`config.mk`:
```
export PLATFORM = sky130hd
export DESIGN_NAME = basemux_arbiter
export DESIGN_NICKNAME = d
export VERILOG_FILES = /design/src/rtl/basemux_arbiter.sv
export SDC_FILE = /design/constraint.sdc
export NUM_CORES = 1
export LEC_CHECK = 0
export CORE_ASPECT_RATIO = 2
export CORE_MARGIN = 10
export CORE_UTILIZATION = 41
export CTS_CLUSTER_SIZE = 40
export DETAILED_ROUTE_END_ITERATION = 6
export PLACE_DENSITY = 0.83
export SKIP_LAST_GASP = 1
export SLEW_MARGIN = 10
export SYNTH_ARGS = -nofsm -noshare
export SYNTH_HDL_FRONTEND = slang
export SYNTH_SLANG_ARGS = --single-unit
```
`constraint.sdc`:
```
create_clock -name clk -period 2.8 [get_ports clk]
set_clock_uncertainty 0.05 [all_clocks]
set_input_delay 0.28 -clock clk [delete_from_list [all_inputs] [get_ports clk]]
set_output_delay 0.28 -clock clk [all_outputs]
set_load 0.005 [all_outputs]
```
`src/rtl/basemux_arbiter.sv`:
```
// Round-robin arbiter plus registered 2:1 mux stage for two valid/ready producers.
// Optional per-channel saturating grant counters when BASEMUX_ARB_STATS_EN is defined.
module basemux_arbiter #(
   parameter int unsigned WIDTH = 32
) (
   input  logic             clk,
   input  logic             rst,
   input  logic [WIDTH-1:0] a_data,
   input  logic             a_valid,
   output logic             a_ready,
   input  logic [WIDTH-1:0] b_data,
   input  logic             b_valid,
   output logic             b_ready,
   output logic [WIDTH-1:0] out_data,
   output logic             out_valid,
   output logic             select,
`ifdef BASEMUX_ARB_STATS_EN
   output logic [15:0]      grant_count_a,
   output logic [15:0]      grant_count_b,
`endif
   input  logic             out_ready
);

   localparam int unsigned CNT_W = 16;

   typedef enum logic {
      PRI_A = 1'b0,
      PRI_B = 1'b1
   } pri_e;

   pri_e             state_q, state_d;
   logic [WIDTH-1:0] out_data_q, out_data_d;
   logic             out_valid_q, out_valid_d;
   logic             select_q, select_d;
   logic             load;
   logic             win_a;
   logic             win_b;
   logic             grant;

   // State and output registers
   always_ff @(posedge clk or posedge rst) begin
      if (rst) begin
         state_q     <= PRI_A;
         out_data_q  <= '0;
         out_valid_q <= 1'b0;
         select_q    <= 1'b0;
      end else begin
         state_q     <= state_d;
         out_data_q  <= out_data_d;
         out_valid_q <= out_valid_d;
         select_q    <= select_d;
      end
   end

   // Winner selection, next state and next output word
   always_comb begin
      state_d     = state_q;
      out_data_d  = out_data_q;
      out_valid_d = out_valid_q;
      select_d    = select_q;
      win_a       = 1'b0;
      win_b       = 1'b0;
      load        = !out_valid_q || out_ready;

      case (state_q)
         PRI_A: begin
            if (a_valid)      win_a = 1'b1;
            else if (b_valid) win_b = 1'b1;
         end
         PRI_B: begin
            if (b_valid)      win_b = 1'b1;
            else if (a_valid) win_a = 1'b1;
         end
         default: begin
            win_a = 1'b0;
            win_b = 1'b0;
         end
      endcase

      grant = load && (win_a || win_b);

      if (load) begin
         if (grant) begin
            out_data_d  = win_b ? b_data : a_data;
            select_d    = win_b;
            out_valid_d = 1'b1;
            state_d     = win_a ? PRI_B : PRI_A;
         end else begin
            out_valid_d = 1'b0;
         end
      end
   end

   // Readies are forced low while reset is held, since load is high then
   assign a_ready   = !rst && load && win_a;
   assign b_ready   = !rst && load && win_b;
   assign out_data  = out_data_q;
   assign out_valid = out_valid_q;
   assign select    = select_q;

`ifdef BASEMUX_ARB_STATS_EN
   logic [CNT_W-1:0] cnt_a_q, cnt_a_d;
   logic [CNT_W-1:0] cnt_b_q, cnt_b_d;

   always_ff @(posedge clk or posedge rst) begin
      if (rst) begin
         cnt_a_q <= '0;
         cnt_b_q <= '0;
      end else begin
         cnt_a_q <= cnt_a_d;
         cnt_b_q <= cnt_b_d;
      end
   end

   // Saturating grant counters
   always_comb begin
      cnt_a_d = cnt_a_q;
      cnt_b_d = cnt_b_q;
      if (load && win_a && (cnt_a_q != {CNT_W{1'b1}})) cnt_a_d = cnt_a_q + CNT_W'(1);
      if (load && win_b && (cnt_b_q != {CNT_W{1'b1}})) cnt_b_d = cnt_b_q + CNT_W'(1);
   end

   assign grant_count_a = cnt_a_q;
   assign grant_count_b = cnt_b_q;
`endif

endmodule

```
Yosys cells after proc, flatten, opt, wreduce, memory -nomap -nowiden
Index checks and enable logic that the tools add are counted.
{"block": "classes", "reduce_logical": 9, "muxes": 9, "bitwise_logic": 1}
{"cell": "32-bit two-way mux", "n": 1}
{"cell": "1-bit two-way mux", "n": 6}
{"cell": "1-bit logical AND", "n": 4}
{"cell": "1-bit one-hot mux with 2 select lines", "n": 2}
{"cell": "1-bit logical NOT", "n": 2}
{"cell": "1-bit logical OR", "n": 2}
{"cell": "2-bit AND reduction", "n": 1}
{"cell": "1-bit inverter", "n": 1}
{"block": "totals", "reg_bits": 35, "inputBits": 69}

Logic depth before layout (Yosys ltp)
Gate-level depths: netlist of the first run.
{"block": "logic_depth", "ltp_word": 6, "depth_mapped": 5, "depth_no_buf": 3}

Least setup slack after synthesis of the first run
Ideal clock, no wire load.
{"block": "synth_path", "kind": "reg-to-output", "from": "reg out_valid_q, in the netlist out_valid", "to": "out a_ready", "slack_ps": 1304, "stages_incl_launch_ff": 5, "arrival_ps": 1166, "path_cell_list": "dfrtp_1 -> nor2b_2 -> buf_4 -> buf_2 -> a2111oi_1"}
{"block": "synth_via", "elab_chain_len": 4}
{"item": "start, declared", "line": "33", "text": "logic out_valid_q, out_valid_d;"}
{"item": "start signal, assigned", "line": "50", "text": "out_valid_q <= out_valid_d;"}
{"item": "1-bit logical NOT", "line": "63", "text": "load = !out_valid_q || out_ready;"}
{"item": "1-bit logical OR", "line": "63"}
{"item": "1-bit logical AND (2 in a row)", "line": "95", "text": "assign a_ready = !rst && load && win_a;"}
{"item": "end, declared", "line": "10", "text": "output logic a_ready,"}
No other way between the ends.

Worst setup path in the final report of the first run
{"block": "layout_path", "from": "in a_valid", "to": "out a_ready"}
{"block": "layout_via", "elab_chain_len": 4}
{"item": "start, declared", "line": "9", "text": "input logic a_valid,"}
{"item": "1-bit two-way mux (*)", "line": "67, 72"}
{"item": "1-bit two-way mux", "line": "71", "text": "if (b_valid) win_b = 1'b1;"}
{"item": "1-bit one-hot mux with 2 select lines (*)", "line": "65", "text": "case (state_q)"}
{"item": "1-bit logical AND (*)", "line": "95"}
Mark *: on every way between the ends. The rest lies on a longest branch, timed or not.

==> results of run 1 <==
[area by class of cell]
cell class / count / area [um^2]
tap: 54 / 67.6
inverter: 3 / 11.3
sequential: 35 / 876
clock buffer: 6 / 82.6
clock inverter: 1 / 5.00
multi-input combinational: 108 / 815
timing repair buffer: 112 / 1100
fill: 368 / 1380
[metrics by stage]
stage          setup slack [ps]  utilization, %  hold slack [ps]
2_1_floorplan              1300               -              382
4_1_cts                     619            68.2              326
3_3_place_gp                654            66.1              441
5_1_grt                     564            68.2              387
3_5_place_dp                620            66.1              451
6_report                    637            68.2              320
[metal layers]
metal	global-route usage [%]	vias to the layer above	wire length [um]
met3	4.97	23	485
li1	-	878	-
met1	19.1	935	2520
met2	30.7	87	3800
met4	11.2	0	376
met5	0	-	0
[sequential cells by signal (all words and copies together), names as in the netlist]
register	count
out_data	32
out_valid	1
select	1
state_q	1
[worst register-to-register path: cells and delay by family, from the launching register on]
| kind | cells | cell delay [ps] |
|---|---|---|
| buf+inv | 2 | 610 |
| compound gates | 1 | 220 |
| simple gates | 2 | 460 |
| flops | 1 | 380 |
[worst min path at each step]
stage               startpoint     endpoint  slack, ps  cells past startpoint
floorplan                  rst  out_data[0]        380                      1
global placement        select       select        440                      2
detailed placement      select       select        450                      2
CTS                        rst  out_data[3]        330                      2
global route               rst  out_data[3]        390                      2
finish                     rst  out_data[3]        320                      2
[logic make-up (layout without fill, tap and decap cells)]
kind of cell,after synthesis,count (layout),synth area share (%)
compound gates,99,99,40.3
buf+inv,27,122,8.28
flops,35,35,47.5
mux,1,1,0.611
simple gates,8,8,3.26
[cell usage in the layout (no fill, tap or decap), drive strengths merged, types with 2 or more instances in the layout]
cell and count:
a311oi 32, buf 8, dfrtp 35, inv 3, a2bb2oi 32, nand2b 2
o21ai 33, clkbuf 6, nor2 2, clkdlybuf4s50 104
[power by group through the flow]
stage,Clock (W),Combinational (W),Sequential (W)
final,0.000378,0.000540,0.000634
after global routing,0.000401,0.000576,0.000643
after CTS,0.000385,0.000544,0.000634
after detailed placement,0,0.000543,0.000640
after global placement,0,0.000534,0.000641
after floorplan,0,0.000227,0.000644
==> results.json, run 1 <==
{
  "status": "finished clean",
  "cts_sinks": 35,
  "drc": 0,
  "cts_tree": "built",
  "hold_path.class": "primary input to asynchronous set/reset pin",
  "insertion_delay_ps": 280,
  "cp_cell_sequence": "clkdlybuf4s50_1 -> inv_1 -> a2111oi_1 -> clkdlybuf4s50_1",
  "synthMostInstantiatedCell": "dfrtp_1",
  "antenna_found_initial": 0,
  "worst_slew_pin_slew_ps": 588,
  "ys_warn_count": 0,
  "postCtsSetupBuffers": 0,
  "routed_wl_um": 7180,
  "grt_pass1_vias": 1971,
  "power_density_nw_per_um2": 525,
  "r2r_setup_slack_ps": 990,
  "cts_max_level": 2,
  "critical_path.endpoint": "a_ready",
  "slew_viol_final": 0,
  "die_height_um": 115,
  "synthTopCellsByCount": "35 x dfrtp_1, 32 x a2bb2oi_1, 32 x a311oi_1",
  "critPathLaunch": "a_valid",
  "core_um2": 4340,
  "antenna_left": 0,
  "area_growth_pct": 60.5,
  "p_sw_share_pct": 28.3,
  "drive_above_1_share_pct": 7.55,
  "power_w": 0.00155,
  "place_area_um2": 2870,
  "synthArstFlopShare_pct": 100,
  "rows": 34,
  "worst_ep_arrival_time_ps": 1830,
  "vias_per_cell": 6.03,
  "cts_buffer_depth": 2,
  "num_antenna_cells": 0,
  "track_usage_pct": 18.2,
  "synth_edf_count": 0,
  "yosysTopAreaCellShare_pct": 47.5,
  "cp.buffers_inverters": 3,
  "die_w_um": 67.4,
  "dr_total_vias": 1923,
  "cts_root_buf": "clkbuf_8",
  "grt_pass1_wl_um": 10800,
  "worstSetupPathType": "primary input to output pin",
  "combPwrFrac_pct": 34.8,
  "seq_power_share_pct": 40.8,
  "p_switching_w": 0.000440,
  "ys_seq_area_share_pct": 47.5,
  "crit_path_max_incr_delay_ps": 570,
  "pin_count": 105,
  "dr.first_iter.drc_count": 74,
  "portBuffers": 104,
  "synth_seq_cells": 35,
  "cp.required_ps": 2470,
  "tns_ps": 0,
  "path_common_cell": "clkdlybuf4s50_1",
  "hold_buffers": 0,
  "synthFlopType": "dfrtp_1",
  "fmax_ghz": 0.462,
  "cts_resized": 0,
  "cts_inserted_buffers": 5,
  "finalCritPeriodShare_pct": 77.3,
  "dp.cells": 312,
  "relSlewSlack_pct": 60.7,
  "cts.clk_slew.worst_paths_ps": 70,
  "synth_cell_types": 20,
  "startpoint_type": "primary input",
  "peakVddDrop_uv": 444,
  "synth_area_leader_cell": "dfrtp_1",
  "avgSynthCellArea_um2": 10.8,
  "setup_viol": 0,
  "routedWlPerCell_um": 22.5,
  "fin_area_um2": 2960,
  "crit_family": "buffers and inverters",
  "crit-reg2reg-capture": "out_data[3]",
  "synth_area_um2": 1840,
  "drt_pass1_iterations": 4,
  "crit_slowest_cell": "clkdlybuf4s50_1",
  "ff2ff_path_depth": 5,
  "hold_viol": 0,
  "die_area_um2": 7740,
  "end_kind": "output pin",
  "grt_max_degree": 37,
  "reg2reg_from": "out_valid",
  "rsz0062_at_grt": "no",
  "syn_inst": 170,
  "power.leakage_nw": 1.10,
  "clkPwrFrac_pct": 24.4,
  "crit_fanout": 4,
  "overflow": 0,
  "dp_hpwl_um": 5100,
  "fin_cells": 319,
  "intPower_w": 0.00111,
  "start_util_pct": 42.5,
  "maxCapViolCount": 0,
  "yosys-top-cells-area": "dfrtp_1 48%, a2bb2oi_1 15%, a311oi_1 15%",
  "routabilityCongestion": 0.810,
  "finalCriticalPeriod_ps": 2160,
  "path_depth": 4,
  "nNetsFinal": 334,
  "synthesis.nets": 239
}
No activity file was read; power rests on OpenSTA's default activity.
==> run 2: changes to the inputs <==
--- a/config.mk
+++ b/config.mk
@@ -7,10 +7,10 @@
 export LEC_CHECK = 0
 export CORE_ASPECT_RATIO = 2
 export CORE_MARGIN = 10
-export CORE_UTILIZATION = 41
+export CORE_UTILIZATION = 38
 export CTS_CLUSTER_SIZE = 40
 export DETAILED_ROUTE_END_ITERATION = 6
-export PLACE_DENSITY = 0.83
+export PLACE_DENSITY = 0.78
 export SKIP_LAST_GASP = 1
 export SLEW_MARGIN = 10
 export SYNTH_ARGS = -nofsm -noshare
==> constraint.sdc (replaced) <==
create_clock -name clk -period 2.06 [get_ports clk]
set_clock_uncertainty 0.05 [all_clocks]
set_input_delay 0.206 -clock clk [delete_from_list [all_inputs] [get_ports clk]]
set_output_delay 0.206 -clock clk [all_outputs]
set_load 0.005 [all_outputs]
==> results.json, run 2 (synthesis results as in run 1) <==
{
  "cts_tree": "built",
  "worst_ep_arrival_time_ps": 1690,
  "tns_ps": 0,
  "finalCritPeriodShare_pct": 94.4,
  "drc": 0,
  "layout_commonest_cell": "clkdlybuf4s50_1",
  "finalCriticalPeriod_ps": 1950,
  "area_growth_pct": 64.6,
  "cp.buffers_inverters": 3,
  "fmax_ghz": 0.514,
  "worstSetupPathType": "primary input to output pin",
  "power_density_nw_per_um2": 747,
  "setup_viol": 0,
  "drive_above_1_share_pct": 8.24,
  "dr_total_vias": 1909,
  "hold_viol": 0,
  "grt_pass1_vias": 2106,
  "cts_resized": 0,
  "antenna_left": 0,
  "drt_pass1_iterations": 4,
  "crit_slowest_cell": "clkdlybuf4s50_1",
  "cts_sinks": 35,
  "crit_family": "buffers and inverters",
  "routedWlPerCell_um": 22.6,
  "core_um2": 4640,
  "cts_inserted_buffers": 5,
  "num_antenna_cells": 0,
  "largest_reg_flops": 32,
  "rsz0062_at_grt": "no",
  "cts_max_level": 2,
  "die_height_um": 118,
  "antenna_found_initial": 0,
  "holdWs_ps": 337,
  "worst_slew_pin_slew_ps": 572,
  "final_cell_mix": "104 x clkdlybuf4s50_1, 35 x dfrtp_1, 32 x a311oi_1, 32 x a2bb2oi_1, 28 x o21ai_1",
  "cp.required_ps": 1800,
  "portBuffers": 104,
  "peakVddDrop_uv": 814,
  "hold_path.class": "primary input to asynchronous set/reset pin",
  "hold_buffers": 0,
  "overflow": 0,
  "routed_wl_um": 7280,
  "maxCapViolCount": 0,
  "grt_pass1_wl_um": 11400,
  "relSlewSlack_pct": 61.8,
  "vias_per_cell": 5.93,
  "cp_cell_sequence": "clkdlybuf4s50_1 -> inv_1 -> a2111oi_1 -> clkdlybuf4s50_1",
  "path_common_cell": "clkdlybuf4s50_1",
  "cts.clk_slew.worst_paths_ps": 70,
  "cts_buffer_depth": 2,
  "status": "finished clean",
  "startpoint_type": "primary input",
  "slew_viol_final": 0,
  "rows": 35,
  "track_usage_pct": 16.5,
  "dp_hpwl_um": 5130,
  "end_kind": "output pin",
  "start_util_pct": 39.7,
  "grt_max_degree": 37,
  "dr.first_iter.drc_count": 159,
  "crit_fanout": 3,
  "power.leakage_nw": 1.13,
  "routabilityCongestion": 0.787,
  "nNetsFinal": 335,
  "die_area_um2": 8200,
  "pin_count": 105,
  "postCtsSetupBuffers": 0,
  "insertion_delay_ps": 280,
  "cts_root_buf": "clkbuf_8",
  "crit_path_max_incr_delay_ps": 580,
  "die_w_um": 69.2
}
==> run 2: cell count changes in the layout (fill, tap and decap cells not counted) <==
cell,before,now
bufinv_16,0,1
buf_12,0,3
buf_4,8,6
==> run 2: per-stage QoR <==
stage | std cells | setup slack (ps) | util (%) | power, W | instance area, um^2
after floorplan | 170 | 638 | - | 0.00118 | 1840
after global routing | 322 | 23.5 | 65.4 | 0.00237 | 3030
after detailed placement | 314 | 97.7 | 62.8 | 0.00163 | 2920
final | 322 | 115 | 65.4 | 0.00227 | 3030
after global placement | 314 | 136 | 62.8 | 0.00161 | 2920
after CTS | 322 | 94.8 | 65.4 | 0.00228 | 3030
==> run 2: report_power, final <==
group	total [W]	switching (W)	internal (W)
registers	0.000863	0.0000657	0.000797
logic	0.000753	0.000288	0.000465
clock network	0.000650	0.000258	0.000392
total	0.00227	0.000612	0.00165
==> run 2: worst paths after layout <==
kind	cells after the start	end	slack [ps]	start
max in group asynchronous	3	out_data[26]	1300	rst
hold reg to reg	2	select	460	select
hold / removal	3	state_q	340	rst
setup / recovery	4	a_ready	110	a_valid
min in group clk	3	out_data[20]	440	a_data[20]
setup reg to reg	5	out_data[19]	500	out_valid
==> run 2: layer usage <==
layer  global-route usage [%]  vias up  wire length (um)
met5                        0        -                 0
met4                     7.47        0               255
met3                     4.86       15               411
met2                     29.2       84              3910
met1                     17.4      931              2700
li1                         -      879                 -
==> run 2: cell type report <==
| cell class | instances | area, um^2 |
|---|---|---|
| Clock buffer | 6 | 82.6 |
| Inverter | 3 | 11.3 |
| Multi-Input combinational cell | 108 | 815 |
| Tap cell | 55 | 68.8 |
| Timing Repair Buffer | 113 | 1150 |
| Sequential cell | 35 | 876 |
| Fill cell | 407 | 1610 |
| Clock inverter | 2 | 35.0 |
==> run 2: tightest hold or removal path, stage by stage <==
cell,delay [ps]
clkdlybuf4s50_1,440
inv_1,70
buf_4,390
==> run 3: changes to the inputs <==
==> constraint.sdc (replaced) <==
create_clock -name clk -period 2.06 [get_ports clk]
set_clock_uncertainty 0.05 [all_clocks]
set_input_delay 0.309 -clock clk [delete_from_list [all_inputs] [get_ports clk]]
set_output_delay 0.309 -clock clk [all_outputs]
set_load 0.005 [all_outputs]
==> results.json, run 3 (synthesis results as in run 1) <==
{
  "cts_sinks": 35,
  "grt_pass1_wl_um": 11400,
  "multi_input_area_um2": 815,
  "drive_above_1_share_pct": 9.59,
  "clkPwrFrac_pct": 28.6,
  "drt_pass1_iterations": 4,
  "end_kind": "flip-flop",
  "p_switching_w": 0.000611,
  "die_area_um2": 8200,
  "dr.first_iter.drc_count": 116,
  "vias_per_cell": 5.95,
  "layout_commonest_cell": "clkdlybuf4s50_1",
  "startpoint_type": "primary input",
  "fin_cells": 326,
  "final_cell_mix": "102 x clkdlybuf4s50_1, 35 x dfrtp_1, 32 x a311oi_1, 32 x a2bb2oi_1, 28 x o21ai_1",
  "worst_slew_pin_slew_ps": 459,
  "power_density_nw_per_um2": 741,
  "rsz0062_at_grt": "no",
  "power.leakage_nw": 1.16,
  "routed_wl_um": 7310,
  "pin_count": 105,
  "worstSetupPathType": "primary input to flip-flop",
  "hold_viol": 0,
  "combPwrFrac_pct": 33.3,
  "grt_max_degree": 36,
  "antenna_found_initial": 0,
  "final_util_pct": 66.0,
  "cts_buffer_depth": 2,
  "dr_total_vias": 1939,
  "fin_area_um2": 3060,
  "die_w_um": 69.2,
  "crit_slowest_cell": "clkdlybuf4s50_1",
  "overflow": 0,
  "finalCriticalPeriod_ps": 1880,
  "cts_tree": "built",
  "largest_reg_flops": 32,
  "place_area_um2": 2950,
  "fillCellCount": 378,
  "routedWlPerCell_um": 22.4,
  "peakVddDrop_uv": 654,
  "crit_fanout": 34,
  "status": "finished clean",
  "drc": 0,
  "nNetsFinal": 339,
  "setup_viol": 0,
  "regArea_um2": 876,
  "intPower_w": 0.00166,
  "p_sw_share_pct": 26.9,
  "num_antenna_cells": 0,
  "cts_root_buf": "clkbuf_8",
  "cts_inserted_buffers": 5,
  "start_util_pct": 39.7,
  "fmax_ghz": 0.533,
  "relSlewSlack_pct": 69.4,
  "crit_path_max_incr_delay_ps": 560,
  "rows": 35,
  "slew_viol_final": 0,
  "hold_path.class": "primary input to asynchronous set/reset pin",
  "worst_ep_arrival_time_ps": 1990,
  "insertion_delay_ps": 290,
  "maxCapViolCount": 0,
  "dp.cells": 318,
  "routabilityCongestion": 0.800,
  "antenna_left": 0,
  "cp.required_ps": 2170,
  "area_growth_pct": 66.1,
  "cts_max_level": 2,
  "cp_cell_sequence": "clkdlybuf4s50_1 -> buf_4 -> nor2_4 -> buf_12 -> a311oi_1 -> a2bb2oi_1",
  "seq_power_share_pct": 38.1,
  "r2r_setup_slack_ps": 490,
  "hold_buffers": 0,
  "die_height_um": 118,
  "grt_pass1_vias": 2110,
  "portBuffers": 104,
  "finalCritPeriodShare_pct": 91.1,
  "track_usage_pct": 16.9,
  "cts.clk_slew.worst_paths_ps": 70,
  "dp_hpwl_um": 5220,
  "core_um2": 4640
}
run 3: layout make-up:
type / count / share of cell area [%]
Tap cell: 55 / 2.25
Inverter: 3 / 0.368
Sequential cell: 35 / 28.6
Multi-Input combinational cell: 108 / 26.6
Timing Repair Buffer: 117 / 38.3
Clock inverter: 2 / 1.14
Clock buffer: 6 / 2.70
run 3: power groups by stage:
stage | clock network, W | registers, W | logic [W]
after CTS | 0.000656 | 0.000862 | 0.000763
final | 0.000649 | 0.000863 | 0.000756
after floorplan | 0 | 0.000876 | 0.000309
after global routing | 0.000683 | 0.000878 | 0.000807
after global placement | 0 | 0.000870 | 0.000752
after detailed placement | 0 | 0.000870 | 0.000762
run 3: metrics by stage:
step                      power [W]  hold WS (ps)  TNS [ps]  setup slack [ps]
after detailed placement    0.00163           474      -604             -76.6
after global routing        0.00237           499         0               143
after floorplan             0.00118           411         0               535
after CTS                   0.00228           473         0               228
after global placement      0.00162           445      -224             -47.5
final                       0.00227           452         0               184
run 3: final timing paths:
check	from	end	cells past startpoint
max	b_valid	out_data[19]	6
min	rst	state_q	3
max reg2reg	out_valid	out_data[8]	5
min reg2reg	select	select	2
max in group asynchronous	rst	out_data[1]	3
min in group clk	select	select	2
run 3: what timing repair did:
| action | CTS | global route |
|---|---|---|
| endpoints found under the setup margin | 2 | 0 |
| setup buffers | 0 | 0 |
| resized for setup | 2 | 0 |
run 3: per-layer routing:
metal	vias up	wire (um)	track usage, %
li1	887	-	-
met1	954	2700	17.1
met2	80	3900	29.9
met3	18	424	5.28
met4	0	292	8.73
met5	-	0	0
run 3: worst max-delay path: cells and delay by family:
| family | cells | cell delay (ps) |
|---|---|---|
| compound gates | 2 | 380 |
| buf+inv | 3 | 1160 |
| simple gates | 1 | 120 |
